==> src/rtl/uart_pkg.sv <==
// Shared UART definitions: receiver state encoding and parity-mode constants.
// Used by the RX framer, the retransmission FSM and the TX side.
package uart_pkg;

  typedef enum logic [2:0] {
    StIdle   = 3'd0,
    StStart  = 3'd1,
    StData   = 3'd2,
    StParity = 3'd3,
    StStop   = 3'd4,
    StBreak  = 3'd5
  } uart_rx_state_e;

  localparam logic PARITY_EVEN = 1'b0;
  localparam logic PARITY_ODD  = 1'b1;

endpackage

==> src/rtl/uart_rx_framer_if.sv <==
// Receive-side bundle: serial line and resend strobe in, byte and result strobes out.
interface uart_rx_framer_if #(
  parameter int unsigned DATA_BITS = 8
) ();

  logic                 rx;
  logic                 request_resend;
  logic [DATA_BITS-1:0] data;
  logic                 frame_valid;
  logic                 parity_error;
  logic                 framing_error;
  logic                 timeout;

  modport master (
    output rx, request_resend,
    input  data, frame_valid, parity_error, framing_error, timeout
  );

  modport slave (
    input  rx, request_resend,
    output data, frame_valid, parity_error, framing_error, timeout
  );

endinterface

==> src/rtl/uart_rx_sync.sv <==
// Two-flop synchronizer for an asynchronous input; resets to 1 (line idle).
module uart_rx_sync (
  input  logic clk,
  input  logic reset,
  input  logic async_i,
  output logic sync_o
);

  logic [1:0] sync_q;

  always_ff @(posedge clk or posedge reset) begin
    if (reset) begin
      sync_q <= 2'b11;
    end else begin
      sync_q <= {sync_q[0], async_i};
    end
  end

  assign sync_o = sync_q[1];

endmodule

==> src/rtl/uart_rx_framer.sv <==
// UART receive deframer: oversampled start/data/parity/stop decode with result
// strobes, plus the resend timeout timer armed by request_resend.
module uart_rx_framer #(
  parameter int unsigned CLKS_PER_BIT = 16,
  parameter int unsigned DATA_BITS    = 8,
  parameter bit          PARITY_ODD   = 1'b0,
  parameter int unsigned TIMEOUT_CLKS = 1024
) (
  input logic             clk,
  input logic             reset,
  uart_rx_framer_if.slave bus
);
  import uart_pkg::*;

  localparam int unsigned      CntW     = $clog2(CLKS_PER_BIT);
  localparam int unsigned      TmrW     = $clog2(TIMEOUT_CLKS + 1);
  localparam logic [CntW-1:0]  HalfLast = CntW'(CLKS_PER_BIT / 2 - 1);
  localparam logic [CntW-1:0]  BitLast  = CntW'(CLKS_PER_BIT - 1);
  localparam logic [2:0]       IdxLast  = 3'(DATA_BITS - 1);
  localparam logic [TmrW-1:0]  TmrLoad  = TmrW'(TIMEOUT_CLKS - 1);

  logic rx_s;

  uart_rx_sync u_sync (
    .clk     (clk),
    .reset   (reset),
    .async_i (bus.rx),
    .sync_o  (rx_s)
  );

  uart_rx_state_e       state_q, state_d;
  logic [CntW-1:0]      cnt_q, cnt_d;
  logic [2:0]           idx_q, idx_d;
  logic [DATA_BITS-1:0] shift_q, shift_d, data_q, data_d;
  logic                 par_q, par_d;
  logic                 fv_q, fv_d, pe_q, pe_d, fe_q, fe_d;
  logic [TmrW-1:0]      tmr_q, tmr_d;
  logic                 armed_q, armed_d, to_q, to_d;
  logic                 start_ok, bit_tick;

  always_comb begin
    state_d  = state_q;
    cnt_d    = cnt_q + CntW'(1);
    idx_d    = idx_q;
    shift_d  = shift_q;
    par_d    = par_q;
    data_d   = data_q;
    fv_d     = 1'b0;
    pe_d     = 1'b0;
    fe_d     = 1'b0;
    start_ok = 1'b0;
    bit_tick = (cnt_q == BitLast);
    unique case (state_q)
      StIdle: begin
        cnt_d = '0;
        if (!rx_s) state_d = StStart;
      end
      StStart: begin
        if (cnt_q == HalfLast) begin
          cnt_d = '0;
          if (rx_s) begin
            state_d = StIdle;
          end else begin
            state_d  = StData;
            start_ok = 1'b1;
            idx_d    = '0;
            par_d    = 1'b0;
          end
        end
      end
      StData: begin
        if (bit_tick) begin
          cnt_d   = '0;
          shift_d = {rx_s, shift_q[DATA_BITS-1:1]};
          par_d   = par_q ^ rx_s;
          idx_d   = idx_q + 3'd1;
          if (idx_q == IdxLast) state_d = StParity;
        end
      end
      StParity: begin
        if (bit_tick) begin
          cnt_d   = '0;
          par_d   = par_q ^ rx_s;
          state_d = StStop;
        end
      end
      StStop: begin
        if (bit_tick) begin
          cnt_d = '0;
          if (rx_s) begin
            data_d  = shift_q;
            fv_d    = (par_q == PARITY_ODD);
            pe_d    = (par_q != PARITY_ODD);
            state_d = StIdle;
          end else begin
            // Bad stop bit: keep the old byte and wait for the line to return high.
            fe_d    = 1'b1;
            state_d = StBreak;
          end
        end
      end
      StBreak: begin
        cnt_d = '0;
        if (rx_s) state_d = StIdle;
      end
      default: state_d = StIdle;
    endcase
  end

  // A new request always wins over both a confirmed start and expiry.
  always_comb begin
    tmr_d   = tmr_q;
    armed_d = armed_q;
    to_d    = 1'b0;
    if (bus.request_resend) begin
      tmr_d   = TmrLoad;
      armed_d = (TIMEOUT_CLKS != 1);
      to_d    = (TIMEOUT_CLKS == 1);
    end else if (start_ok) begin
      armed_d = 1'b0;
    end else if (armed_q) begin
      if (tmr_q == TmrW'(1)) begin
        to_d    = 1'b1;
        armed_d = 1'b0;
      end else begin
        tmr_d = tmr_q - TmrW'(1);
      end
    end
  end

  always_ff @(posedge clk or posedge reset) begin
    if (reset) begin
      state_q <= StIdle;
      cnt_q   <= '0;
      idx_q   <= '0;
      shift_q <= '0;
      par_q   <= 1'b0;
      data_q  <= '0;
      fv_q    <= 1'b0;
      pe_q    <= 1'b0;
      fe_q    <= 1'b0;
      tmr_q   <= '0;
      armed_q <= 1'b0;
      to_q    <= 1'b0;
    end else begin
      state_q <= state_d;
      cnt_q   <= cnt_d;
      idx_q   <= idx_d;
      shift_q <= shift_d;
      par_q   <= par_d;
      data_q  <= data_d;
      fv_q    <= fv_d;
      pe_q    <= pe_d;
      fe_q    <= fe_d;
      tmr_q   <= tmr_d;
      armed_q <= armed_d;
      to_q    <= to_d;
    end
  end

  assign bus.data          = data_q;
  assign bus.frame_valid   = fv_q;
  assign bus.parity_error  = pe_q;
  assign bus.framing_error = fe_q;
  assign bus.timeout       = to_q;

endmodule

==> src/flat_wrapper.sv <==
// flat-port wrapper written by rule: the top's interface ports become plain ports
module uart_rx_framer_flat import uart_pkg::*;
#(
  parameter int unsigned CLKS_PER_BIT = 16,
  parameter int unsigned DATA_BITS    = 8,
  parameter bit          PARITY_ODD   = 1'b0,
  parameter int unsigned TIMEOUT_CLKS = 1024
)
  (clk, reset, bus_rx, bus_request_resend, bus_data, bus_frame_valid, bus_parity_error, bus_framing_error, bus_timeout);
  uart_rx_framer_if #(.DATA_BITS(DATA_BITS)) bus_i ();
  input logic clk;
  input logic reset;
  input wire logic [$bits(bus_i.rx)-1:0] bus_rx;
  input wire logic [$bits(bus_i.request_resend)-1:0] bus_request_resend;
  output wire logic [$bits(bus_i.data)-1:0] bus_data;
  output wire logic [$bits(bus_i.frame_valid)-1:0] bus_frame_valid;
  output wire logic [$bits(bus_i.parity_error)-1:0] bus_parity_error;
  output wire logic [$bits(bus_i.framing_error)-1:0] bus_framing_error;
  output wire logic [$bits(bus_i.timeout)-1:0] bus_timeout;
  assign bus_i.rx = bus_rx;
  assign bus_i.request_resend = bus_request_resend;
  assign bus_data = bus_i.data;
  assign bus_frame_valid = bus_i.frame_valid;
  assign bus_parity_error = bus_i.parity_error;
  assign bus_framing_error = bus_i.framing_error;
  assign bus_timeout = bus_i.timeout;
  uart_rx_framer #(.CLKS_PER_BIT(CLKS_PER_BIT), .DATA_BITS(DATA_BITS), .PARITY_ODD(PARITY_ODD), .TIMEOUT_CLKS(TIMEOUT_CLKS)) u_core (.clk(clk), .reset(reset), .bus(bus_i));
endmodule
==> config.mk <==
export PLATFORM = sky130hd
export DESIGN_NAME = uart_rx_framer_flat
export DESIGN_NICKNAME = d
export VERILOG_FILES = /design/src/rtl/uart_pkg.sv /design/src/rtl/uart_rx_framer_if.sv /design/src/rtl/uart_rx_sync.sv /design/src/rtl/uart_rx_framer.sv /design/src/flat_wrapper.sv
export SDC_FILE = /design/constraint.sdc
export NUM_CORES = 1
export LEC_CHECK = 0
export CELL_PAD_IN_SITES_DETAIL_PLACEMENT = 2
export CELL_PAD_IN_SITES_GLOBAL_PLACEMENT = 2
export CORE_UTILIZATION = 39
export DETAILED_ROUTE_END_ITERATION = 10
export PLACE_DENSITY_LB_ADDON = 0.1
export RECOVER_POWER = 25
export SLEW_MARGIN = 30
export SYNTH_ARGS = -nofsm -noshare
export SYNTH_HDL_FRONTEND = slang
export SYNTH_SLANG_ARGS = --single-unit
==> constraint.sdc <==
create_clock -name clk -period 2.2 [get_ports clk]
set_input_delay 0.44 -clock clk [delete_from_list [all_inputs] [get_ports clk]]
set_output_delay 0.44 -clock clk [all_outputs]
set_load 0.005 [all_outputs]
## Yosys cells after proc, flatten, opt, wreduce, memory -nomap -nowiden

Cells that the tools add are included.
W data, S select, Z words.

- Add/subtract/negate cells: 3
- Equality and inequality tests: 20
- Multiplexer cells: 43
- Bitwise logic cells: 2
- Reductions and logical operators: 13

Operator list:

| operator | count |
|---|---|
| $mux W11 | 4 |
| $mux W3 | 11 |
| $mux W1 | 21 |
| $pmux W3 S6 | 1 |
| $ne A2 B1 Y1 const B | 6 |
| $pmux W4 S3 | 1 |
| $eq A11 B1 Y1 const B | 1 |
| $sub A11 B1 Y11 const B | 1 |
| $ne A2 B2 Y1 const B | 5 |
| $eq A3 B3 Y1 const B | 3 |
| $reduce_and A3 Y1 | 3 |
| $mux W4 | 2 |
| $reduce_and A7 Y1 | 1 |
| $eq A3 B2 Y1 const B | 2 |
| $pmux W3 S2 | 1 |
| $reduce_bool A2 Y1 | 3 |
| $add A4 B1 Y4 const B | 1 |
| $eq A4 B3 Y1 const B | 1 |
| $eq A4 B4 Y1 const B | 1 |
| $reduce_and A4 Y1 | 1 |
| $reduce_or A2 Y1 | 2 |
| $add A3 B1 Y3 const B | 1 |
| $eq A3 B1 Y1 const B | 1 |
| $logic_not A3 Y1 | 1 |
| 6 further kinds | 6 |

- Register bits: 45
- Bits of input ports: 4
- Output and inout bits: 12
- Logic and storage cells: 94

## Longest topological paths before layout

Gate-level depths: netlist (run 1).

- Depth in word-level cells: 5
- Depth in mapped cells: 7

## By module

A second synthesis (run 1) with hierarchy kept.

- Cells, all modules: 188
- Area total of the unflattened synthesis: 2,140.8 µm²

By module, submodules not included:

| module | instances | cells an instance | area an instance (µm²) |
|---|---|---|---|
| uart_rx_framer | 1 | 185 | 2,084.5 |
| uart_rx_sync | 1 | 3 | 56.3 |

## Least setup slack after synthesis (run 1)

No wires, ideal clock.

- Kind: reg-to-reg
- Start: register u_core.tmr_q[2]
- End: register u_core.tmr_q[10]
- Setup time: 125 ps
- Arrival time: 1,753 ps
- Data required time: 2,075 ps
- Path slack: 322 ps
- Cell stages (with the launch flop): 5
- Period minus slack after synthesis: 1,878 ps
- Cells stage by stage: dfrtp_1 or4_4 nor3_2 or3b_1 mux2_4

- Cells in the longest elaborated chain, start to end: 5
- Elaborated cells between the ends (all ways): 8
- Those cells by class: add/sub: 1; eq/ne: 2; mux: 4; reduce/logical: 1

RTL lines:

| element | RTL line | RTL |
|---|---|---|
| start, declared | uart_rx_framer.sv:37 | `logic [TmrW-1:0] tmr_q, tmr_d;` |
| start signal, assigned | uart_rx_framer.sv:155 | `tmr_q <= tmr_d;` |
| $sub A11 B1 Y11 | uart_rx_framer.sv:126 | `tmr_d = tmr_q - TmrW'(1);` |
| $mux W11 | uart_rx_framer.sv:122 | `if (tmr_q == TmrW'(1)) begin` |
| $mux W11 | uart_rx_framer.sv:121 | `end else if (armed_q) begin` |
| $mux W11 | uart_rx_framer.sv:119 | `end else if (start_ok) begin` |
| $mux W11 | uart_rx_framer.sv:115 | `if (bus.request_resend) begin` |

Several ways; a longest one is shown, not always the timed one. The select of a mux whose other input is x is not followed.
A chain may end at the register's enable or synchronous reset.

## Final worst setup path (run 1)

- Start: register u_core.tmr_q[1]
- End: register u_core.tmr_q[6]

Same word-level chain as after synthesis.

==> qor.txt, run 1 <==
antenna diode count - 0
Hold WS - 363.8 ps
global-route wire length before repair - 9.218 mm
die area - 5826 sq um
run status - complete, no violations
commonest non-fill, non-tap cells in the layout - 43 x dfrtp_1, 17 x mux2_2, 17 x nor2_1
Horiz. Die Dim - 76.33 um
max-slew violations - 0
Iter 0 DRT Violations - 67
register cell area after layout - 1129 sq um
layout cell share with drive strength beyond 1 - 0.2093
Setup WS pre-CTS - 166.0 ps
launching element type of the critical path - flip-flop
Synth async-reset ratio - 1.000
combined area of the multi-input logic cells - 954.7 sq um
htree depth - 2
Yosys cell types - 48
synthesized net count - 201
final wirelength - 5.223 mm
critical path data arrival time - 2220 ps
IO Pins - 16
CP max-delay cell - or3b_2
#FFs+latches synth - 45
CP max FO - 10
post-CTS sizing - 0
met3 GRT Util - 0.03353
Post-synth EDFFs - 0
DR vias/cell - 5.505
core footprint - 5205 sq um
routed len/inst - 18.33 um
Fin. Hold Viols - 0
Syn-to-layout area delta - 16.67%
critical path endpoint category - flip-flop
Tmin final - 2042 ps
DR pass1 iterations - 4
RSZ-0062 raised after global routing - no
total negative slack - 0 ps
Synth area leader - dfrtp_1
Worst-Skew Late Latency - 300 ps
vias in the first global route - 1808
initial antenna violation count - 0
Synth area leaders - dfrtp_1 50%, mux2_2 8.9%, ha_1 4.1%
residual DRC count - 0
Yosys top cell area share - 0.4994
Worst-path clk slew - 90 ps
CTS tree - done
Tightest Pin Transition - 1134 ps
cell count after synthesis - 190
Slew HR - 0.2441
largest family of logic cells by synthesized area - simple AND/OR/NAND/NOR gates
VDD IR max - 373.7 uV
worst path bufs/invs - 2
Placed Cells incl. Taps - 277
setup ws final - 158.0 ps
initial core utilization - 0.4139
leakage power total - 1.062 nW
Num CTS Buffers - 5
power density over the cells - 799.5 nW/um^2
vias - 1569
IO buf count - 15
Rows - 26
final setup vio count - 0
gr ovfl total - 0
Simple-Gate Fraction of Synth Area - 0.1911
worst setup path class - flip-flop to flip-flop
met1 Resource Use GR - 0.2496
post-route clock period utilization - 0.9282
pin count of the biggest net entering global routing - 46
Worst EP required - 2380 ps
GR Layer Usage met2 - 0.3568
CP delay by family, top - simple AND/OR/NAND/NOR gates
max-cap viol count - 0
GRT Total Usage - 0.2021
register area share after synthesis - 0.5238
commonest non-fill, non-tap cell in the layout - dfrtp_1
Root Buffer - clkbuf_8
total power - 0.002010 W
Post-DP HPWL - 3.772 mm
filler instances - 548
Routability Congestion - 0.8093
Post-Syn Area - 2155 sq um
multiplexer share of the synthesized area - 0.1283
Most Crowded Layer GR - met2
CTS Sinks - 45
synth warn - 0
commonest register cell after synthesis - dfrtp_1
nets@finish - 225
post-route insts no fill - 285
clk buf depth - 2
compound-cell area share of the yosys netlist - 0.07898
Die Height - 76.33 um
skew final - 5.583 ps
CP Cell Sequence - inv_1 > ha_1 > or3b_2 > nor3_2 > buf_4 > nor4_1 > mux2i_1
CP max stage delay - 490 ps
xor and xnor area share after synthesis - 0.004065
syn avg cell area - 11.34 sq um
Peak Freq - 489.7 MHz
post-route ant nets - 0
Post-Synth Adder-Cell Area - 0.04065
CTS Hold Bufs - 0
postcts setup bufs - 0
HP Class - flip-flop to flip-flop
per-layer routing:
layer	wire (um)	vias up	share of wire
met5	0	-	0
met1	2222	813	0.43
li1	-	730	-
met3	109	9	0.021
met2	2817	17	0.54
met4	73	0	0.014
stage by stage:
stage | cell area (sq um) | util
6_report | 2514 | 0.4829
5_1_grt | 2514 | 0.4829
4_1_cts | 2529 | 0.4858
3_5_place_dp | 2435 | 0.4678
3_3_place_gp | 2435 | 0.4678
2_1_floorplan | 2155 | -
worst paths after layout:
path	cells after the start	start	slack [ps]	end
hold / removal	0	u_core.u_sync.sync_q[0]	360	u_core.u_sync.sync_q[1]
max in group asynchronous	3	reset	570	u_core.tmr_q[5]
hold reg to reg	0	u_core.u_sync.sync_q[0]	360	u_core.u_sync.sync_q[1]
setup / recovery	7	u_core.tmr_q[1]	160	u_core.tmr_q[6]
min in group asynchronous	3	reset	940	u_core.bus.data[0]
setup reg to reg	7	u_core.tmr_q[1]	160	u_core.tmr_q[6]
power by group:
part,internal [W],switching [W]
Sequential,0.000915,0.000115
Clock,0.000230,0.000309
Combinational,0.000186,0.000254
sequential cells by signal, summed over array words and instances, names as in the netlist, 2 cells and up:
register              count
u_core.idx_q              3
u_core.bus.data           8
u_core.cnt_q              4
u_core.shift_q            8
u_core.tmr_q             11
u_core.u_sync.sync_q      2
u_core.state_q            3
synthesized netlist by cell type (2+ instances only):
cell type,count
nor2b_1,8
nor3_1,6
o311ai_0,2
nand3b_1,2
o31ai_1,2
a22o_1,2
ha_1,7
nor4_1,4
nor2_1,17
mux2i_1,7
o21ai_0,5
a21oi_1,3
nor4b_1,2
and2_1,4
or3_1,3
dfrtp_1,43
inv_1,11
dfstp_2,2
nand3_1,6
mux2_2,17
clkbuf_1,2
nand2_1,6
nor3_2,2
buf_2,3
final cells by class:
type                       instances  share of cell area
multi-input combinational        128              0.3798
clock buffer                       5             0.02738
sequential                        45              0.4490
inverter                          11             0.01643
tap                               70             0.03484
timing repair buffer              23             0.08263
clock inverter                     3            0.009955
cell families after synthesis:
| kind of cell | count (synthesis) |
|---|---|
| fa+ha+maj | 7 |
| flops | 45 |
| buf+inv | 17 |
| simple gates | 71 |
| xor+xnor | 1 |
| mux | 25 |
| compound gates | 24 |
(Power assumes the default switching activity.)
==> run 2, diff against run 1 <==
--- a/config.mk
+++ b/config.mk
@@ -7,7 +7,8 @@
 export LEC_CHECK = 0
 export CELL_PAD_IN_SITES_DETAIL_PLACEMENT = 2
 export CELL_PAD_IN_SITES_GLOBAL_PLACEMENT = 2
-export CORE_UTILIZATION = 39
+export CORE_MARGIN = 2
+export CORE_UTILIZATION = 35
 export DETAILED_ROUTE_END_ITERATION = 10
 export PLACE_DENSITY_LB_ADDON = 0.1
 export RECOVER_POWER = 25
==> constraint.sdc (replaced) <==
create_clock -name clk -period 1.6 [get_ports clk]
set_input_delay 0.32 -clock clk [delete_from_list [all_inputs] [get_ports clk]]
set_output_delay 0.32 -clock clk [all_outputs]
set_load 0.005 [all_outputs]
==> run 2 against run 1 <==
  * Highest routed layer unchanged
  * Worst setup slack worse by 600 ps
  * The run now ends with setup timing left
  * Final area increased by 36%
  * First-iteration DRC count up 57%
==> qor.txt, run 2 (synthesis results as in run 1) <==
antenna diode count - 0
CP max stage delay - 590 ps
total power - 0.003923 W
Worst EP required - 1810 ps
Post-DP HPWL - 4.146 mm
global-route wire length before repair - 11.54 mm
routed len/inst - 24.66 um
Setup WS pre-CTS - -271.0 ps
htree depth - 2
CP max-delay cell - or4_4
Largest Register - u_core.tmr_q
max-slew violations - 0
final wirelength - 8.482 mm
launching element type of the critical path - flip-flop
Fin. Hold Viols - 0
CTS tree - done
CTS Hold Bufs - 0
final setup vio count - 38
Sw Share - 0.3547
Routability Congestion - 0.8779
Internal Power - 0.002531 W
Horiz. Die Dim - 82.46 um
RSZ-0062 raised after global routing - yes
skew final - 13.79 ps
Most Crowded Layer GR - met2
setup ws final - -446.4 ps
clk buf depth - 2
met1 Resource Use GR - 0.3025
Tmin final - 2046 ps
commonest non-fill, non-tap cell in the layout - buf_4
Worst-path clk slew - 100 ps
layout cell share with drive strength beyond 1 - 0.5279
critical path data arrival time - 2260 ps
vias - 1865
total negative slack - -8198 ps
DR pass1 iterations - 4
IO Pins - 16
Root Buffer - clkbuf_8
leakage power total - 1.453 nW
die area - 6800 sq um
combinational cell fraction of total power - 0.408
Tightest Pin Transition - 1130 ps
VDD IR max - 630.7 uV
commonest non-fill, non-tap cells in the layout - 41 x buf_4, 40 x dfrtp_1, 18 x buf_6
max FFs per register - 11
failing checks - setup timing
GRT Total Usage - 0.2378
Worst-Skew Late Latency - 310 ps
critical path endpoint category - flip-flop
initial core utilization - 0.3639
nets@finish - 279
HP Class - flip-flop to flip-flop
Iter 0 DRT Violations - 105
Slew HR - 0.2467
IO buf count - 15
initial antenna violation count - 0
Seq pwr share - 0.359
Die Height - 82.46 um
residual DRC count - 0
Num CTS Buffers - 5
pin count of the biggest net entering global routing - 46
vias in the first global route - 2042
Sw Pwr - 0.001391 W
max-cap viol count - 0
CP Cell Sequence - or4_4 > buf_6 > nor3_4 > buf_6 > nor4_2 > mux2i_1
Syn-to-layout area delta - 58.77%
post-route ant nets - 0
GR Layer Usage met2 - 0.4113
gr ovfl total - 0
worst setup path class - flip-flop to flip-flop
post-route clock period utilization - 1.279
power density over the cells - 1147 nW/um^2
met3 GRT Util - 0.04565
CP max FO - 4
Peak Freq - 488.7 MHz
CTS Sinks - 45
run status - complete, but fails checks
Clock Power Share - 0.234
crit-path most repeated cell - buf_6
DR vias/cell - 5.422
core footprint - 5921 sq um
Rows - 28
## run 2: cell count changes in the layout (fill, tap and decap cells not counted), moves of 4 or more
cell and delta:
buf_4 +34, buf_6 +18, mux2_2 -9, mux2_4 +9
nor2_1 -5, nor4_1 -4, nor4_4 +4, o21ai_0 -4
## run 2: metal layers
| layer | share of wire | vias up |
|---|---|---|
| li1 | - | 834 |
| met1 | 0.41 | 966 |
| met2 | 0.53 | 48 |
| met3 | 0.032 | 17 |
| met4 | 0.022 | 0 |
| met5 | 0 | - |
## run 2: final timing paths
path,startpoint,endpoint,slack (ps),cells after the start
setup / recovery,u_core.tmr_q[3],u_core.tmr_q[6],-450,6
hold / removal,u_core.u_sync.sync_q[0],u_core.u_sync.sync_q[1],360,0
setup reg to reg,u_core.tmr_q[3],u_core.tmr_q[6],-450,6
hold reg to reg,u_core.u_sync.sync_q[0],u_core.u_sync.sync_q[1],360,0
max in group asynchronous,reset,u_core.state_q[0],120,3
min in group asynchronous,reset,u_core.shift_q[1],710,3
## run 2: cell type report
| cell class | count | area (sq um) |
|---|---|---|
| Clock buffer | 6 | 72.57 |
| Clock inverter | 2 | 38.79 |
| Fill cell | 568 | 2500 |
| Inverter | 11 | 41.29 |
| Multi-Input combinational cell | 128 | 1331 |
| Sequential cell | 45 | 1132 |
| Tap cell | 75 | 93.84 |
| Timing Repair Buffer | 77 | 710.7 |
## run 2: per-stage QoR
step	utilization	instance area [sq um]	cells	hold slack, ps
floorplan	-	2172	190	324.5
global placement	0.4607	2728	317	350.3
detailed placement	0.4607	2728	317	355.7
CTS	0.5376	3183	340	368.3
global route	0.5778	3421	344	372.5
finish	0.5778	3421	344	362.9
## run 2: worst max-delay path: cells and delay by family, from the launching register on
family                 cells  cell delay, ps
buffers and inverters      2             340
DFF                        1             410
muxes                      1             260
and+or+nand+nor            3             940
## run 2: power groups by stage
| stage | combinational [W] | clock (W) | sequential (W) |
|---|---|---|---|
| global placement | 0.000872 | 0 | 0.00137 |
| floorplan | 0.000481 | 0 | 0.00136 |
| global route | 0.00171 | 0.000968 | 0.00142 |
| finish | 0.00160 | 0.000916 | 0.00141 |
| detailed placement | 0.000940 | 0 | 0.00139 |
| CTS | 0.00124 | 0.000890 | 0.00138 |
## run 2: repair_timing
action                                 4_1_cts  5_1_grt
endpoints found under the hold margin        0        0
setup buffers                               14        5
pin swaps                                   14       18
setup endpoints to repair                   33       39
gates resized for setup                     51       49
cloned                                       2        0
==> run 3, diff against run 2 <==
--- a/config.mk
+++ b/config.mk
@@ -7,8 +7,7 @@
 export LEC_CHECK = 0
 export CELL_PAD_IN_SITES_DETAIL_PLACEMENT = 2
 export CELL_PAD_IN_SITES_GLOBAL_PLACEMENT = 2
-export CORE_MARGIN = 2
-export CORE_UTILIZATION = 35
+export CORE_UTILIZATION = 39
 export DETAILED_ROUTE_END_ITERATION = 10
 export PLACE_DENSITY_LB_ADDON = 0.1
 export RECOVER_POWER = 25
==> constraint.sdc (replaced) <==
create_clock -name clk -period 2.2 [get_ports clk]
set_input_delay 0.44 -clock clk [delete_from_list [all_inputs] [get_ports clk]]
set_output_delay 0.44 -clock clk [all_outputs]
set_load 0.005 [all_outputs]
==> results of run 3 <==
The final DEF is identical to that of run 1; final timing and power are the same.
